<file path="config.mk">
export PLATFORM = sky130hd
export DESIGN_NAME = mem_arbiter
export DESIGN_NICKNAME = d
export VERILOG_FILES = /design/src/rtl/mem_arbiter.sv
export SDC_FILE = /design/constraint.sdc
export NUM_CORES = 1
export LEC_CHECK = 0
export CAP_MARGIN = 20
export CORE_AREA = 5 5 284 286
export CTS_BUF_LIST = sky130_fd_sc_hd__clkbuf_4 sky130_fd_sc_hd__clkbuf_8
export CTS_CLUSTER_DIAMETER = 30
export DETAILED_ROUTE_END_ITERATION = 6
export DIE_AREA = 0 0 289 291
export GPL_TIMING_DRIVEN = 0
export HOLD_SLACK_MARGIN = 0.02
export PLACE_DENSITY = 0.43
export SLEW_MARGIN = 20
export SYNTH_ARGS = -nofsm -noshare
export SYNTH_HDL_FRONTEND = slang
export SYNTH_SLANG_ARGS = --single-unit
</file>
<file path="constraint.sdc">
create_clock -name clk -period 3.1 [get_ports clk]
set_input_delay 0.62 -clock clk [delete_from_list [all_inputs] [get_ports clk]]
set_output_delay 0.62 -clock clk [all_outputs]
set_load 0.01 [all_outputs]
</file>
<file path="src/rtl/mem_arbiter.sv">
// Two-client line arbiter between the I-cache/D-cache and one shared memory port.
// Whole transactions are granted round-robin on ties. The memory ready and read data are routed back to the owner.
`timescale 1ns/1ps
module mem_arbiter #(
    parameter int ADDR_W = 28,
    parameter int DATA_W = 128
) (
    input  logic              clk,
    input  logic              proc_reset_n,
    input  logic              i_read,
    input  logic [ADDR_W-1:0] i_addr,
    output logic [DATA_W-1:0] i_rdata,
    output logic              i_ready,
    input  logic              d_read,
    input  logic              d_write,
    input  logic [ADDR_W-1:0] d_addr,
    input  logic [DATA_W-1:0] d_wdata,
    output logic [DATA_W-1:0] d_rdata,
    output logic              d_ready,
    output logic              mem_read,
    output logic              mem_write,
    output logic [ADDR_W-1:0] mem_addr,
    output logic [DATA_W-1:0] mem_wdata,
    input  logic [DATA_W-1:0] mem_rdata,
    input  logic              mem_ready
);

    typedef enum logic [1:0] {
        IDLE    = 2'd0,
        GRANT_I = 2'd1,
        GRANT_D = 2'd2
    } state_t;

    state_t            state_q;
    logic              last_grant_q;
    logic              mem_read_q;
    logic              mem_write_q;
    logic [ADDR_W-1:0] mem_addr_q;
    logic [DATA_W-1:0] mem_wdata_q;

    logic              i_pend_s;
    logic              d_pend_s;
    logic              grant_d_s;

    // Arbitration decision: a tie goes to the client opposite the last grant
    always_comb begin
        i_pend_s = i_read;
        d_pend_s = d_read | d_write;
        if (i_pend_s && d_pend_s) begin
            grant_d_s = ~last_grant_q;
        end else begin
            grant_d_s = d_pend_s;
        end
    end

    // Grant FSM with registered memory-side strobes, address and write data
    always_ff @(posedge clk or negedge proc_reset_n) begin
        if (!proc_reset_n) begin
            state_q      <= IDLE;
            last_grant_q <= 1'b1;
            mem_read_q   <= 1'b0;
            mem_write_q  <= 1'b0;
            mem_addr_q   <= {ADDR_W{1'b0}};
            mem_wdata_q  <= {DATA_W{1'b0}};
        end else begin
            case (state_q)
                IDLE: begin
                    if (i_pend_s || d_pend_s) begin
                        if (grant_d_s) begin
                            // A combined read+write-back serves the write first
                            mem_addr_q   <= d_addr;
                            mem_wdata_q  <= d_wdata;
                            mem_write_q  <= d_write;
                            mem_read_q   <= d_read & ~d_write;
                            last_grant_q <= 1'b1;
                            state_q      <= GRANT_D;
                        end else begin
                            mem_addr_q   <= i_addr;
                            mem_write_q  <= 1'b0;
                            mem_read_q   <= 1'b1;
                            last_grant_q <= 1'b0;
                            state_q      <= GRANT_I;
                        end
                    end else begin
                        state_q <= IDLE;
                    end
                end
                GRANT_I, GRANT_D: begin
                    if (mem_ready) begin
                        mem_read_q  <= 1'b0;
                        mem_write_q <= 1'b0;
                        state_q     <= IDLE;
                    end else begin
                        state_q <= state_q;
                    end
                end
                default: begin
                    mem_read_q  <= 1'b0;
                    mem_write_q <= 1'b0;
                    state_q     <= IDLE;
                end
            endcase
        end
    end

    assign mem_read  = mem_read_q;
    assign mem_write = mem_write_q;
    assign mem_addr  = mem_addr_q;
    assign mem_wdata = mem_wdata_q;

    // Completion is a same-cycle pass-through to the owning client only
    assign i_ready = mem_ready & (state_q == GRANT_I);
    assign d_ready = mem_ready & (state_q == GRANT_D);
    assign i_rdata = mem_rdata;
    assign d_rdata = mem_rdata;

endmodule

</file>
* Yosys cells after proc, flatten, opt, wreduce, memory -nomap -nowiden *
Cells that the tools add are included.

word-level totals
  bits in registers = 161
  bits of input ports = 318

operators by class
  bitwise operators = 6
  reduce and logical (&&, ||, !) cells = 7
  muxes and demuxes = 14
  equality and inequality tests = 4

operators with widths
  cell                                                 number
  2-to-1 mux 28 bit                                    1
  2-to-1 mux 1 bit                                     7
  2-to-1 mux 2 bit                                     3
  inequality test 2 bit, second input constant         2
  one-hot mux 1 bit (2 select lines)                   2
  one-hot mux 2 bit (2 select lines)                   1
  AND reduction 2 bit                                  2
  bitwise AND 1 bit                                    3
  AND reduction 3 bit                                  1
  equality test 2 x 1 -> 1 bit, second input constant  1
  equality test 2 bit, second input constant           1
  logical NOT 2 bit                                    1
  inverter 1 bit                                       2
  OR reduction 2 bit                                   1
  logical AND 1 bit                                    1
  logical OR 1 bit                                     1
  bitwise OR 1 bit                                     1

* Depth between registers and ports, before layout *
Gate-level depths: netlist of the first run.

  depth in word-level cells = 6
  depth in mapped cells = 7

* Worst setup path before layout of the first run *
No wires, ideal clock.

  path type = input port to flip-flop
  from = input port d_read
  to = register mem_wdata_q[100], in the netlist mem_wdata[100]
  setup slack = 1421 ps
  library setup time = 127 ps
  required time = 2973 ps
  stages = 4
  arrival = 1552 ps
  cells stage by stage = o211ai_1 > buf_4 > buf_6 > mux2_1

between the ends
  longest elaborated chain between the ends = 4

RTL lines
  what                               RTL line  text
  start, declared                    14        input logic d_read,
  bitwise OR 1 bit (*)               48        d_pend_s = d_read | d_write;
  logical AND 1 bit                  49        if (i_pend_s && d_pend_s) begin
  2-to-1 mux 1 bit                   49
  AND reduction 3 bit (no line) (*)  n/a
  end signal, assigned               64        mem_wdata_q <= {DATA_W{1'b0}};
  end signal, assigned               72        mem_wdata_q <= d_wdata;
  end, declared                      39        logic [DATA_W-1:0] mem_wdata_q;

Mark *: on every way between the ends. The rest lies on a longest branch, timed or not.
A chain may end at the register's enable or synchronous reset.

* Final worst setup path of the first run *
  from = register state_q[0]
  to = output port d_ready

between the ends
  longest elaborated chain between the ends = 2

RTL lines
  what                    RTL line  text
  start, declared         34        state_t state_q;
  start signal, assigned  94        state_q <= state_q;
  equality test 2 bit     113       assign d_ready = mem_ready & (state_q == GRANT_D);
  bitwise AND 1 bit       113
  end, declared           19        output logic d_ready,

Every way passes these cells.

==> results of run 1 <==
-- sequential cells by signal (all words and copies together), names as in the netlist --
register and cells:
mem_write 1, mem_read 1, mem_addr 28, last_grant_q 1
state_q 2, mem_wdata 128
-- routing by layer --
layer  vias up  global-route usage [%]  wire [um]
met5         -                       0         13
met4         2                   2.693        612
met3        29                   3.908       4224
met2       398                   14.81      18570
met1      3234                   7.176      11200
li1       3230                       -          -
-- synthesized netlist by cell type, drive strengths merged --
master   instances  area (um^2)
nor3             1        5.000
nor2             1        3.750
inv              2        7.510
nor2b            1        6.260
o31ai            1        12.51
buf            277         2097
and2             2        12.51
o21ai           29        145.1
ha               3        37.54
mux2           128         1441
a21o             1        7.510
clkbuf           2        7.510
nand2           33        123.9
o2bb2ai          1        8.760
mux2i           28        280.3
a22o             2        17.52
o211ai           1        7.510
dfstp            1        26.28
a32o             1        10.01
dfrtp          160         4004
-- tightest hold or removal path: cells and delay by family, from the launching register on --
family / cells / cell delay (ns)
and+or+nand+nor: 2 / 0.10
DFF: 1 / 0.38
-- through the flow --
step	TNS [ns]	power, uW	cells	worst slack [ns]	util, %
2_1_floorplan	0	6233	675	1.421	-
3_3_place_gp	-990.53	9924	2330	-6.209	20.02
3_5_place_dp	-3.532	9958	2331	-0.1200	20.06
4_1_cts	0	11820	2363	0.5229	20.58
5_1_grt	0	12260	2363	0.4683	20.58
6_report	0	11410	2363	0.6346	20.58
-- worst paths after layout --
kind / endpoint / slack [ns]
min in group asynchronous: mem_addr[13] / 0.67
max: d_ready / 0.63
min: last_grant_q / 0.47
max in group asynchronous: mem_wdata[105] / 1.51
min reg2reg: last_grant_q / 0.47
max reg2reg: mem_wdata[81] / 0.91
-- area by class of cell --
class	instances	area, um^2	share of cell area (%)
flip-flops and latches	161	4030	25.07
inverters	2	7.507	0.04671
clock inverters	13	151.4	0.9419
plain buffers	279	2105	13.09
well taps	1050	1314	8.174
multi-input cells	233	2120	13.19
repair buffers	607	6098	37.94
clock buffers	18	247.7	1.541
-- power by group --
part / switching, uW / leakage (uW) / internal, uW
Clock: 960 / 0.000194 / 747
Combinational: 2500 / 0.00456 / 3460
Sequential: 569 / 0.00190 / 3180
-- logic make-up after synthesis --
family                     count (synthesis)  synth area share, %
buffers and inverters                    281                25.56
DFF                                      161                48.78
muxes                                    156                20.84
and+or+nand+nor                           38                1.832
AOI/OAI and AO/OA                         36                2.529
adders and majority gates                  3               0.4544
==> results.sh, run 1 <==
export IMPL_drv_cap=0
export IMPL_max_slew_worst_pin_slew_ns=0.7057
export IMPL_crit_buf_inv=2
export IMPL_start_util_pct=10.58
export IMPL_worstHoldStart="last_grant_q"
export IMPL_wl_mm=34.62
export IMPL_grt_pass1_vias=7547
export IMPL_critPathLaunchType="flop"
export IMPL_fmax_mhz=405.6
export IMPL_grt_pass1_wl_mm=48.62
export IMPL_antenna_found_initial=1
export IMPL_remaining_drc_errors=0
export IMPL_drive_above_1_share_pct=23.76
export IMPL_cts_repair_resized=0
export IMPL_grt_setup_unrepaired="no"
export IMPL_skew_ns=0.03025
export IMPL_grt_max_degree=84
export IMPL_syn_num_nets=996
export IMPL_reg2reg_from="state_q[0]"
export IMPL_avgSynthCellArea_um2=12.24
export IMPL_grt_use_total_pct=7.832
export IMPL_cp_slowest_stage_delay_ns=0.55
export IMPL_crit_type="flop to output port"
export IMPL_finalCriticalPeriod_ns=2.465
export IMPL_finalMaxSlewViolations=0
export IMPL_cts_root_buf="clkbuf_8"
export IMPL_gp_congestion=0.7466
export IMPL_final_cell_mix="clkdlybuf4s50_1 (604), buf_4 (259), dfrtp_1 (160), mux2_1 (128), nand2_1 (33)"
export IMPL_hold_viol_final=0
export IMPL_diodes=0
export IMPL_peakVddDrop_mv=0.3227
export IMPL_powerDensity_nw_per_um2=709.9
export IMPL_finalCritPeriodShare_pct=79.53
export IMPL_final_net_count=1622
export IMPL_path_cells="inv_1, ha_1, and2_1, clkdlybuf4s50_1"
export IMPL_yosysSeqAreaShare_pct=48.78
export IMPL_dp_hpwl_mm=28.84
export IMPL_viasPerCell=2.917
export IMPL_setup_viol=0
export IMPL_r2r_cells=6
export IMPL_dieArea_um2=84100
export IMPL_synth_seq_cells=161
export IMPL_max_clock_path_buffers=2
export IMPL_syn_to_final_growth_pct=94.55
export IMPL_crit_path_end_kind="output port"
export IMPL_cts_hold_buffers=1
export IMPL_design_area_um2=16070
export IMPL_cts_buffers=17
export IMPL_yosys_warnings=0
export IMPL_critPathSlowestCell="clkdlybuf4s50_1"
export IMPL_die_x_um=289
export IMPL_drt_iter0_drc=75
export IMPL_core_area_um2=78100
export IMPL_layout_commonest_cell="clkdlybuf4s50_1"
export IMPL_io_buffers=605
export IMPL_relSlewSlack_pct=52.95
export IMPL_crit_arrival_ns=1.85
export IMPL_clk_latency_ns=0.54
export IMPL_overflow=0
export IMPL_hold_slack_ns=0.4728
export IMPL_wl_per_cell_um=14.65
export IMPL_hold_path_class="flop to flop"
export IMPL_outcome="finished clean"
export IMPL_p_leak_uw=0.006657
export IMPL_mappedNetlistArea_um2=8262
export IMPL_hold_depth=2
export IMPL_cts_sinks=161
export IMPL_fill_cells=8617
export IMPL_h_tree_depth=4
export IMPL_cpLargestDelayFamily="buffers and inverters"
export IMPL_fp_row_count=103
export IMPL_syn_inst=675
export IMPL_vias=6893
export IMPL_cp_depth=4
export IMPL_required_ns=2.48
export IMPL_io_pins=734
export IMPL_ys_types=22
export IMPL_post_cts_buffers=0
export IMPL_path_clk_slew_ns=0.09
export IMPL_placed_area_um2=15660
export IMPL_crit_fanout=3
export IMPL_drt_pre_antenna_iters=4
export IMPL_fp_dieH_um=291
export IMPL_antenna_left=0
export IMPL_cts_tree="built"
export IMPL_startpoint="state_q[0]"
No activity file was read; power rests on OpenSTA's default activity.
==> run 2, diff against run 1 <==
- CORE_AREA: 5 5 284 286 -> 5 5 280 282
- DIE_AREA: 0 0 289 291 -> 0 0 285 287
- PLACE_DENSITY: 0.43 -> 0.44
- clock period: 3.1 -> 2.35 ns (I/O delays scaled with it)
==> run 2 against run 1 <==
Against the previous run: die area fell by 2.7%; sequential cell count did not move; non-clock buffer count rose by 2; register-to-register slack got worse by 0.51 ns; critical path depth did not move.
==> results.sh, run 2 (synthesized netlist as in run 1, its figures left out) <==
export IMPL_design_area_um2=16030
export IMPL_swShare_pct=34.81
export IMPL_fill_cells=8152
export IMPL_final_cell_mix="clkdlybuf4s50_1 (602), buf_4 (261), dfrtp_1 (160), mux2_1 (128), nand2_1 (33)"
export IMPL_cts_root_buf="clkbuf_8"
export IMPL_drive_above_1_share_pct=23.94
export IMPL_grt_pass1_wl_mm=48.84
export IMPL_wl_per_cell_um=14.71
export IMPL_finalCritPeriodShare_pct=88.72
export IMPL_r2r_cells=7
export IMPL_critPathSlowestCell="dfrtp_1"
export IMPL_hold_slack_ns=0.4721
export IMPL_fp_row_count=101
export IMPL_remaining_drc_errors=0
export IMPL_gp_congestion=0.7260
export IMPL_total_power_uw=15110
export IMPL_power_frac_clock_pct=15.5
export IMPL_worstHoldStart="last_grant_q"
export IMPL_post_place_ws_ns=-0.6685
export IMPL_finalMaxSlewViolations=0
export IMPL_p_leak_uw=0.006692
export IMPL_setup_viol=0
export IMPL_reg2reg_from="state_q[1]"
export IMPL_layout_commonest_cell="clkdlybuf4s50_1"
export IMPL_dp_hpwl_mm=28.55
export IMPL_powerDensity_nw_per_um2=942.8
export IMPL_cp_slowest_stage_delay_ns=0.39
export IMPL_h_tree_depth=4
export IMPL_io_pins=734
export IMPL_crit_fanout=3
export IMPL_max_slew_worst_pin_slew_ns=0.6778
export IMPL_timing_rr_end="mem_wdata[80]"
export IMPL_skew_ns=0.02247
export IMPL_largest_register_ffs=128
export IMPL_drt_pre_antenna_iters=4
export IMPL_start_util_pct=10.95
export IMPL_ff_latch_area_um2=4030
export IMPL_die_x_um=285
export IMPL_dieArea_um2=81800
export IMPL_final_util_pct=21.24
export IMPL_clk_latency_ns=0.53
export IMPL_wl_mm=33.76
export IMPL_outcome="finished clean"
export IMPL_p_int_uw=9850
export IMPL_grt_setup_unrepaired="no"
export IMPL_pwr_share_seq_pct=32.8
export IMPL_fmax_mhz=479.6
export IMPL_viasPerCell=2.980
export IMPL_p_switching_uw=5259
export IMPL_io_buffers=605
export IMPL_finalCriticalPeriod_ns=2.085
export IMPL_vias=6840
export IMPL_cts_sinks=161
export IMPL_hold_path_class="flop to flop"
export IMPL_path_cells="inv_1, ha_1, and2_1, dlygate4sd2_1"
export IMPL_drt_iter0_drc=117
export IMPL_grt_pass1_vias=7628
export IMPL_multi_input_area_um2=2120
export IMPL_cts_buffers=17
export IMPL_core_area_um2=75440
export IMPL_relSlewSlack_pct=54.81
export IMPL_crit_arrival_ns=1.62
export IMPL_critPathLaunchType="flop"
export IMPL_crit_type="flop to output port"
export IMPL_grt_use_total_pct=7.902
export IMPL_hold_depth=2
export IMPL_peakVddDrop_mv=0.3260
export IMPL_fin_ws_ns=0.2650
export IMPL_grt_max_degree=85
export IMPL_antenna_left=0
export IMPL_final_net_count=1624
export IMPL_antenna_found_initial=2
export IMPL_placed_area_um2=15570
export IMPL_cts_tree="built"
export IMPL_overflow=0
export IMPL_hold_viol_final=0
export IMPL_crit_path_end_kind="output port"
export IMPL_hold_path_endpoint="last_grant_q"
export IMPL_path_clk_slew_ns=0.09
export IMPL_fp_dieH_um=287
export IMPL_rrSetupSlack_ns=0.40
export IMPL_required_ns=1.88
export IMPL_syn_to_final_growth_pct=93.99
export IMPL_drv_cap=0
export IMPL_max_clock_path_buffers=2
export IMPL_combPwrFrac_pct=51.7
run 2: power by group through the flow:
stage / Sequential (uW) / Combinational (uW) / Clock, uW
2_1_floorplan: 5590 / 2630 / 0
3_3_place_gp: 4990 / 8010 / 0
3_5_place_dp: 5040 / 8040 / 0
4_1_cts: 5000 / 8070 / 2550
5_1_grt: 5170 / 8430 / 2630
6_report: 4960 / 7810 / 2350
run 2: per-stage QoR:
step / TNS (ns) / cells
final: 0 / 2295
after global routing: 0 / 2295
after CTS: 0 / 2294
after detailed placement: -72.00 / 2259
after global placement: -1142.26 / 2258
after floorplan: 0 / 675
run 2: worst max-delay path by stage:
stage                   from  depth (start not counted)  slack, ns              to
4_1_cts        mem_wdata[61]                          1       0.07   mem_wdata[61]
6_report          state_q[0]                          4       0.26         d_ready
3_3_place_gp    proc_reset_n                          1      -6.71     mem_addr[1]
2_1_floorplan     state_q[0]                          6       0.76  mem_wdata[100]
5_1_grt        mem_wdata[61]                          1      0.003   mem_wdata[61]
3_5_place_dp         d_write                          5      -0.67  mem_wdata[121]
run 2: final cells by class:
class                   instances  area share (%)
inverters                       2         0.04684
well taps                     978           7.635
repair buffers                609           38.13
clock inverters                15           1.210
clock buffers                  17           1.460
flip-flops and latches        161           25.15
diodes                          1         0.01561
multi-input cells             233           13.23
plain buffers                 279           13.13
run 2: what timing repair did:
item / in CTS / in global routing
endpoints found under the setup margin: 25 / 0
hold endpoints to repair: 77 / 0
hold buffers: 1 / 0
gates resized for setup: 2 / 0
setup buffers: 2 / 0
run 2: metal layers:
layer  global-route usage [%]  up-vias  routed length [um]  part of all wire [%]
met1                    7.614     3187               11330                    34
met4                    2.947        2                 607                   1.8
met2                    14.85      384               18390                    54
met3                    3.505       25                3421                    10
met5                        0        -                   7                 0.021
li1                         -     3242                   -                     -
run 2: worst max-delay path, delay by kind of cell (launching register included):
family / cells / cell delay (ns)
flip-flops: 1 / 0.39
adder cells (fa/ha/maj): 1 / 0.19
buffers and inverters: 2 / 0.36
AND/OR/NAND/NOR: 1 / 0.16
